### config.mk
export PLATFORM = sky130hd
export DESIGN_NAME = dbus_arbiter_flat
export DESIGN_NICKNAME = d
export VERILOG_FILES = /design/src/rtl/dbus_arbiter_if.sv /design/src/rtl/dbus_arbiter.sv /design/src/flat_wrapper.sv
export SDC_FILE = /design/constraint.sdc
export NUM_CORES = 1
export LEC_CHECK = 0
export CORE_AREA = 2 2 122 124
export CTS_BUF_LIST = sky130_fd_sc_hd__clkbuf_16
export DETAILED_ROUTE_END_ITERATION = 8
export DIE_AREA = 0 0 124 126
export GPL_TIMING_DRIVEN = 0
export HOLD_SLACK_MARGIN = 0.15
export PLACE_DENSITY = 0.58
export REMOVE_ABC_BUFFERS = 1
export SETUP_SLACK_MARGIN = 0.1
export SYNTH_ARGS = -nofsm -noshare
export SYNTH_HDL_FRONTEND = slang
export SYNTH_SLANG_ARGS = --single-unit
### constraint.sdc
create_clock -name clk -period 4.8 [get_ports clk]
set_input_delay 0.48 -clock clk [delete_from_list [all_inputs] [get_ports clk]]
set_output_delay 0.48 -clock clk [all_outputs]
set_load 0.05 [all_outputs]
### src/rtl/dbus_arbiter_if.sv
// Signal bundle for the two-master data bus arbiter: requester ports 0/1,
// the shared slave port, and the grant/busy observation outputs.
interface dbus_arbiter_if;
   logic        m0_rd_en, m1_rd_en;
   logic        m0_wr_en, m1_wr_en;
   logic [31:0] m0_addr, m1_addr;
   logic [31:0] m0_wr_data, m1_wr_data;
   logic [3:0]  m0_wr_strobe, m1_wr_strobe;
   logic [31:0] m0_rd_data, m1_rd_data;
   logic        m0_wait, m1_wait;
   logic        m0_err, m1_err;
   logic        s_rd_en, s_wr_en;
   logic [31:0] s_addr;
   logic [31:0] s_wr_data;
   logic [3:0]  s_wr_strobe;
   logic [31:0] s_rd_data;
   logic        s_wait;
   logic        s_err;
   logic [1:0]  grant;
   logic        busy;

   // Arbiter view: it is the slave of both requesters and drives the shared bus.
   modport slave (
      input  m0_rd_en, m1_rd_en, m0_wr_en, m1_wr_en, m0_addr, m1_addr,
             m0_wr_data, m1_wr_data, m0_wr_strobe, m1_wr_strobe,
             s_rd_data, s_wait, s_err,
      output m0_rd_data, m1_rd_data, m0_wait, m1_wait, m0_err, m1_err,
             s_rd_en, s_wr_en, s_addr, s_wr_data, s_wr_strobe, grant, busy
   );

   // Environment view: requesters plus the downstream slave.
   modport master (
      output m0_rd_en, m1_rd_en, m0_wr_en, m1_wr_en, m0_addr, m1_addr,
             m0_wr_data, m1_wr_data, m0_wr_strobe, m1_wr_strobe,
             s_rd_data, s_wait, s_err,
      input  m0_rd_data, m1_rd_data, m0_wait, m1_wait, m0_err, m1_err,
             s_rd_en, s_wr_en, s_addr, s_wr_data, s_wr_strobe, grant, busy
   );
endinterface

### src/rtl/dbus_arbiter.sv
// Zero-latency round-robin arbiter sharing the core DBus between the LSU (port 0)
// and a secondary master (port 1). Optional wait timeout: DBUS_ARB_TIMEOUT_EN.
module dbus_arbiter #(
   parameter int TIMEOUT_CYCLES = 16
) (
   input logic           clk,
   input logic           rst,
   dbus_arbiter_if.slave bus
);

   typedef enum logic [1:0] {IDLE, HOLD0, HOLD1} state_e;

   state_e state_q;
   logic   last_q;

   logic req0, req1;
   logic own_v, own;
   logic done, to;
   logic        sel_rd, sel_wr;
   logic [31:0] sel_addr, sel_wdata;
   logic [3:0]  sel_strb;

   assign req0 = bus.m0_rd_en | bus.m0_wr_en;
   assign req1 = bus.m1_rd_en | bus.m1_wr_en;
   assign done = ~bus.s_wait | bus.s_err;

   // Owner: the held port while it keeps requesting, else the IDLE winner.
   always_comb begin
      own   = 1'b0;
      own_v = 1'b0;
      case (state_q)
         HOLD0: begin own = 1'b0; own_v = req0; end
         HOLD1: begin own = 1'b1; own_v = req1; end
         default: begin
            own_v = req0 | req1;
            if (req0 & req1) own = ~last_q;
            else             own = req1;
         end
      endcase
   end

`ifdef DBUS_ARB_TIMEOUT_EN
   localparam int WCW = $clog2(TIMEOUT_CYCLES + 1);
   logic [WCW-1:0] wcnt_q;

   assign to = (state_q != IDLE) & own_v & bus.s_wait & ~bus.s_err &
               (wcnt_q == WCW'(TIMEOUT_CYCLES));

   always_ff @(posedge clk or posedge rst) begin
      if (rst) begin
         wcnt_q <= '0;
      end else if (state_q == IDLE) begin
         wcnt_q <= (own_v & ~done) ? WCW'(1) : '0;
      end else if (~own_v | done | to) begin
         wcnt_q <= '0;
      end else if (wcnt_q != '1) begin
         wcnt_q <= wcnt_q + WCW'(1);
      end
   end
`else
   assign to = 1'b0;
`endif

   assign sel_rd    = own ? bus.m1_rd_en     : bus.m0_rd_en;
   assign sel_wr    = own ? bus.m1_wr_en     : bus.m0_wr_en;
   assign sel_addr  = own ? bus.m1_addr      : bus.m0_addr;
   assign sel_wdata = own ? bus.m1_wr_data   : bus.m0_wr_data;
   assign sel_strb  = own ? bus.m1_wr_strobe : bus.m0_wr_strobe;

   assign bus.m0_rd_data = bus.s_rd_data;
   assign bus.m1_rd_data = bus.s_rd_data;
   assign bus.busy       = (state_q != IDLE) & ~rst;

   // Reset overrides everything so the slave sees enables fall immediately.
   always_comb begin
      bus.s_rd_en     = 1'b0;
      bus.s_wr_en     = 1'b0;
      bus.s_addr      = '0;
      bus.s_wr_data   = '0;
      bus.s_wr_strobe = '0;
      bus.grant       = 2'b00;
      bus.m0_wait     = req0;
      bus.m1_wait     = req1;
      bus.m0_err      = 1'b0;
      bus.m1_err      = 1'b0;
      if (rst) begin
         bus.m0_wait = 1'b1;
         bus.m1_wait = 1'b1;
      end else if (own_v) begin
         bus.s_rd_en     = sel_rd & ~to;
         bus.s_wr_en     = sel_wr & ~to;
         bus.s_addr      = sel_addr;
         bus.s_wr_data   = sel_wdata;
         bus.s_wr_strobe = sel_strb;
         bus.grant       = own ? 2'b10 : 2'b01;
         if (own) begin
            bus.m1_wait = ~to & bus.s_wait & ~bus.s_err;
            bus.m1_err  = to | bus.s_err;
         end else begin
            bus.m0_wait = ~to & bus.s_wait & ~bus.s_err;
            bus.m0_err  = to | bus.s_err;
         end
      end
   end

   always_ff @(posedge clk or posedge rst) begin
      if (rst) begin
         state_q <= IDLE;
         last_q  <= 1'b1;
      end else begin
         case (state_q)
            IDLE: begin
               if (own_v) begin
                  if (done) last_q  <= own;
                  else      state_q <= own ? HOLD1 : HOLD0;
               end
            end
            default: begin
               // A withdrawn request returns to IDLE without crediting the port.
               if (!own_v) begin
                  state_q <= IDLE;
               end else if (done | to) begin
                  state_q <= IDLE;
                  last_q  <= own;
               end
            end
         endcase
      end
   end

endmodule

### src/flat_wrapper.sv
// flat-port wrapper written by rule: the top's interface ports become plain ports
module dbus_arbiter_flat 
#(
   parameter int TIMEOUT_CYCLES = 16
)
  (clk, rst, bus_m0_rd_en, bus_m1_rd_en, bus_m0_wr_en, bus_m1_wr_en, bus_m0_addr, bus_m1_addr, bus_m0_wr_data, bus_m1_wr_data, bus_m0_wr_strobe, bus_m1_wr_strobe, bus_s_rd_data, bus_s_wait, bus_s_err, bus_m0_rd_data, bus_m1_rd_data, bus_m0_wait, bus_m1_wait, bus_m0_err, bus_m1_err, bus_s_rd_en, bus_s_wr_en, bus_s_addr, bus_s_wr_data, bus_s_wr_strobe, bus_grant, bus_busy);
  dbus_arbiter_if bus_i ();
  input logic clk;
  input logic rst;
  input wire logic [$bits(bus_i.m0_rd_en)-1:0] bus_m0_rd_en;
  input wire logic [$bits(bus_i.m1_rd_en)-1:0] bus_m1_rd_en;
  input wire logic [$bits(bus_i.m0_wr_en)-1:0] bus_m0_wr_en;
  input wire logic [$bits(bus_i.m1_wr_en)-1:0] bus_m1_wr_en;
  input wire logic [$bits(bus_i.m0_addr)-1:0] bus_m0_addr;
  input wire logic [$bits(bus_i.m1_addr)-1:0] bus_m1_addr;
  input wire logic [$bits(bus_i.m0_wr_data)-1:0] bus_m0_wr_data;
  input wire logic [$bits(bus_i.m1_wr_data)-1:0] bus_m1_wr_data;
  input wire logic [$bits(bus_i.m0_wr_strobe)-1:0] bus_m0_wr_strobe;
  input wire logic [$bits(bus_i.m1_wr_strobe)-1:0] bus_m1_wr_strobe;
  input wire logic [$bits(bus_i.s_rd_data)-1:0] bus_s_rd_data;
  input wire logic [$bits(bus_i.s_wait)-1:0] bus_s_wait;
  input wire logic [$bits(bus_i.s_err)-1:0] bus_s_err;
  output wire logic [$bits(bus_i.m0_rd_data)-1:0] bus_m0_rd_data;
  output wire logic [$bits(bus_i.m1_rd_data)-1:0] bus_m1_rd_data;
  output wire logic [$bits(bus_i.m0_wait)-1:0] bus_m0_wait;
  output wire logic [$bits(bus_i.m1_wait)-1:0] bus_m1_wait;
  output wire logic [$bits(bus_i.m0_err)-1:0] bus_m0_err;
  output wire logic [$bits(bus_i.m1_err)-1:0] bus_m1_err;
  output wire logic [$bits(bus_i.s_rd_en)-1:0] bus_s_rd_en;
  output wire logic [$bits(bus_i.s_wr_en)-1:0] bus_s_wr_en;
  output wire logic [$bits(bus_i.s_addr)-1:0] bus_s_addr;
  output wire logic [$bits(bus_i.s_wr_data)-1:0] bus_s_wr_data;
  output wire logic [$bits(bus_i.s_wr_strobe)-1:0] bus_s_wr_strobe;
  output wire logic [$bits(bus_i.grant)-1:0] bus_grant;
  output wire logic [$bits(bus_i.busy)-1:0] bus_busy;
  assign bus_i.m0_rd_en = bus_m0_rd_en;
  assign bus_i.m1_rd_en = bus_m1_rd_en;
  assign bus_i.m0_wr_en = bus_m0_wr_en;
  assign bus_i.m1_wr_en = bus_m1_wr_en;
  assign bus_i.m0_addr = bus_m0_addr;
  assign bus_i.m1_addr = bus_m1_addr;
  assign bus_i.m0_wr_data = bus_m0_wr_data;
  assign bus_i.m1_wr_data = bus_m1_wr_data;
  assign bus_i.m0_wr_strobe = bus_m0_wr_strobe;
  assign bus_i.m1_wr_strobe = bus_m1_wr_strobe;
  assign bus_i.s_rd_data = bus_s_rd_data;
  assign bus_i.s_wait = bus_s_wait;
  assign bus_i.s_err = bus_s_err;
  assign bus_m0_rd_data = bus_i.m0_rd_data;
  assign bus_m1_rd_data = bus_i.m1_rd_data;
  assign bus_m0_wait = bus_i.m0_wait;
  assign bus_m1_wait = bus_i.m1_wait;
  assign bus_m0_err = bus_i.m0_err;
  assign bus_m1_err = bus_i.m1_err;
  assign bus_s_rd_en = bus_i.s_rd_en;
  assign bus_s_wr_en = bus_i.s_wr_en;
  assign bus_s_addr = bus_i.s_addr;
  assign bus_s_wr_data = bus_i.s_wr_data;
  assign bus_s_wr_strobe = bus_i.s_wr_strobe;
  assign bus_grant = bus_i.grant;
  assign bus_busy = bus_i.busy;
  dbus_arbiter #(.TIMEOUT_CYCLES(TIMEOUT_CYCLES)) u_core (.clk(clk), .rst(rst), .bus(bus_i));
endmodule
==> impl_metrics.py <==
metrics = {
    "status": {
        "outcome": "complete, no violations",
    },
    "worst_setup_path": {
        "crit_arrival_ns": 3.56,
        "cp.required_ns": 4.32,
        "cp_cell_sequence": "inv_1 > ha_1 > o21bai_1 > o21ai_4 > buf_12 > nand2_1 > a21oi_1 > clkdlybuf4s50_1",
        "cp-end-kind": "output port",
        "cp_max_fo": 37,
        "crit_type": "reg -> out",
        "max_stage_delay_ns": 0.87,
        "crit_slowest_cell": "clkdlybuf4s50_1",
        "startpoint_type": "flip-flop",
    },
    "clock_tree": {
        "cts_sinks": 3,
        "root_buffer": "clkbuf_16",
        "cts-resized-gates": 0,
        "insertion_delay_ns": 0.23,
        "cts.path.max_buffers": 2,
        "cts_tree": "yes",
        "cts.htree.levels": 1,
        "postCtsHoldBufs": 0,
        "post_cts_buffers": 0,
        "cts_buffers": 3,
        "clk_pin_slew_worst_paths_ns": 0.03,
    },
    "drt": {
        "drtIter0Drc": 90,
        "dr.pass1.iters": 4,
        "drc": 0,
        "wire_per_inst_um": 16.07,
        "finalWirelength_um": 10770,
        "viasPerCell": 4.197,
        "vias": 2812,
        "ant_nets": 0,
    },
    "synth": {
        "synth_seq_area_share_pct": 4.069,
        "yosys_warnings": 0,
        "synth_seq_cells": 3,
        "ys_types": 28,
        "netlist_area_sq_um": 1876,
        "synthCells": 347,
        "synth.avg_cell_area_sq_um": 5.405,
    },
    "floorplan": {
        "start_util_pct": 13.10,
        "die-area_sq_um": 15620,
        "fp.coreArea_sq_um": 14310,
        "num_rows": 44,
        "die_h_um": 126,
        "die_w_um": 124,
        "pin_count": 317,
    },
    "sta": {
        "layout_min_cycle_time_ns": 4.035,
        "rsz0062_at_grt": "false",
        "final.period_utilization_pct": 84.07,
        "hold_viol": 0,
        "final-setup-viol-count": 0,
        "max_slew_margin_pct": 35.91,
        "fmax_mhz": 247.8,
        "clock_skew_ns": 0.001219,
        "drv_slew": 0,
        "hold_slack_ns": 0.5192,
        "tightest_slew_ns": 0.9577,
    },
    "worst_hold_path": {
        "worst_hold_path_type": "reg -> reg",
    },
    "global_route": {
        "gr-total-overflow": 0,
        "grt_max_degree": 73,
        "use_met2_pct": 18.13,
        "met3_usage_pct": 9.601,
        "grt_pass1_wl_um": 14590,
        "grt_pass1_vias": 2657,
        "antenna_found_initial": 0,
        "gr-max-usage-layer": "met2",
        "use_met1_pct": 13.50,
        "grt_use_total_pct": 12.25,
    },
    "final_layout": {
        "nNetsFinal": 667,
        "final_area_sq_um": 3815,
        "area_growth_pct": 103.4,
        "drive_gt1_share_pct": 2.058,
        "antenna_cells": 0,
    },
    "power_and_ir_drop": {
        "p_per_area_nw_per_um2": 716.3,
        "power.switching_fraction_pct": 64.68,
        "pwr-share-comb_pct": 93.3,
        "power_mw": 2.733,
        "pwr-share-seq_pct": 1.9,
        "clockPowerShare_pct": 4.8,
        "intPower_mw": 0.9651,
        "worst_ir_drop_vdd_v": 0.0004565,
        "leakagePower_nw": 1.459,
        "switching_power_mw": 1.768,
    },
    "placement": {
        "place_area_sq_um": 3731,
        "gpl.final_weighted_congestion": 0.7807,
        "place_hpwl_um": 8677,
        "port_buffers": 220,
    },
    "flow_run": {
        "cap_violations": 0,
    },
}
[metrics by stage]
stage	TNS, ns	setup slack [ns]	util, %	std cells
after floorplan	0	0.9913	-	260
after global placement	-18.32	-0.4606	25.73	664
after detailed placement	0	0.3948	26.07	666
after CTS	0	0.3902	26.62	670
after global routing	0	0.5399	26.65	670
final	0	0.7648	26.65	670
[worst paths after layout]
path / start / end / slack, ns / cells past startpoint
max in group asynchronous: rst / u_core.last_q / 3.96 / 2
worst max-delay path: u_core.state_q[1] / bus_s_wr_strobe[2] / 0.76 / 8
worst max register to register: u_core.state_q[1] / u_core.state_q[0] / 2.51 / 7
worst min register to register: u_core.last_q / u_core.last_q / 0.52 / 2
worst min-delay path: u_core.last_q / u_core.last_q / 0.52 / 2
min in group asynchronous: rst / u_core.state_q[1] / 0.58 / 2
[critical path: cells and delay by family, from the launching register on]
kind            cells  cell delay, ns
fa+ha+maj           1            0.33
compound gates      3            1.25
buf+inv             3            1.23
simple gates        1            0.08
flops               1            0.41
[registers in the layout, indices dropped and copies added, names as in the netlist]
name	cells
u_core.state_q	2
u_core.last_q	1
[kinds of logic after synthesis]
family,after synthesis,synth area share [%]
adders and majority gates,4,2.669
and+or+nand+nor,164,34.62
buffers and inverters,90,33.96
AOI/OAI and AO/OA,86,24.68
DFF,3,4.070
[cell usage after synthesis]
| master | instances | share of area (%) |
|---|---|---|
| a21o_1 | 2 | 0.80 |
| a21oi_1 | 72 | 19 |
| a311o_1 | 1 | 0.53 |
| a31oi_1 | 1 | 0.33 |
| and3_1 | 1 | 0.33 |
| buf_2 | 14 | 3.7 |
| buf_4 | 68 | 27 |
| buf_6 | 2 | 1.2 |
| clkbuf_4 | 3 | 1.2 |
| dfrtp_1 | 2 | 2.7 |
| dfstp_2 | 1 | 1.4 |
| ha_1 | 4 | 2.7 |
| inv_1 | 3 | 0.60 |
| nand2_1 | 144 | 29 |
| nand2_2 | 1 | 0.33 |
| nand2b_1 | 1 | 0.33 |
| nand3_1 | 3 | 0.80 |
| nand4_1 | 2 | 0.67 |
| nand4b_1 | 2 | 0.93 |
| nor2_1 | 6 | 1.2 |
| nor2b_1 | 1 | 0.33 |
| nor3_1 | 2 | 0.53 |
| nor4_1 | 1 | 0.33 |
| o211ai_2 | 1 | 0.67 |
| o21a_1 | 3 | 1.2 |
| o21ai_0 | 4 | 1.1 |
| o21ai_2 | 1 | 0.47 |
| o21bai_1 | 1 | 0.40 |
[final cells by class]
class / instances / area, sq um
fill: 1598 / 10500
timing repair buffer: 222 / 2242
multi-input combinational: 254 / 1176
tap: 184 / 230.2
sequential: 3 / 76.32
clock buffer: 3 / 75.07
inverter: 3 / 11.26
clock inverter: 1 / 3.754
[power by group through the flow]
stage / clock network, mW / registers, mW / logic (mW)
2_1_floorplan: 0 / 0.0486 / 1.66
3_3_place_gp: 0 / 0.0513 / 2.52
3_5_place_dp: 0 / 0.0514 / 2.56
4_1_cts: 0.133 / 0.0513 / 2.57
5_1_grt: 0.136 / 0.0540 / 2.71
6_report: 0.132 / 0.0510 / 2.55
[metal layers]
layer  wire length (um)  part of all wire (%)  vias up
met5                159                   1.5        -
met4                 80                  0.74        4
met3               1939                    18       11
met2               4429                    41      223
met1               4158                    39     1235
li1                   -                     -     1339
[cells in the final DEF (no fill, tap or decap), types with 3 or more instances in the layout]
master,n
a21oi_1,72
clkbuf_16,3
clkdlybuf4s50_1,220
ha_1,4
inv_1,4
nand2_1,144
nand3_1,3
nor2_1,6
o21ai_0,4
No activity file was read; power rests on OpenSTA's default activity.
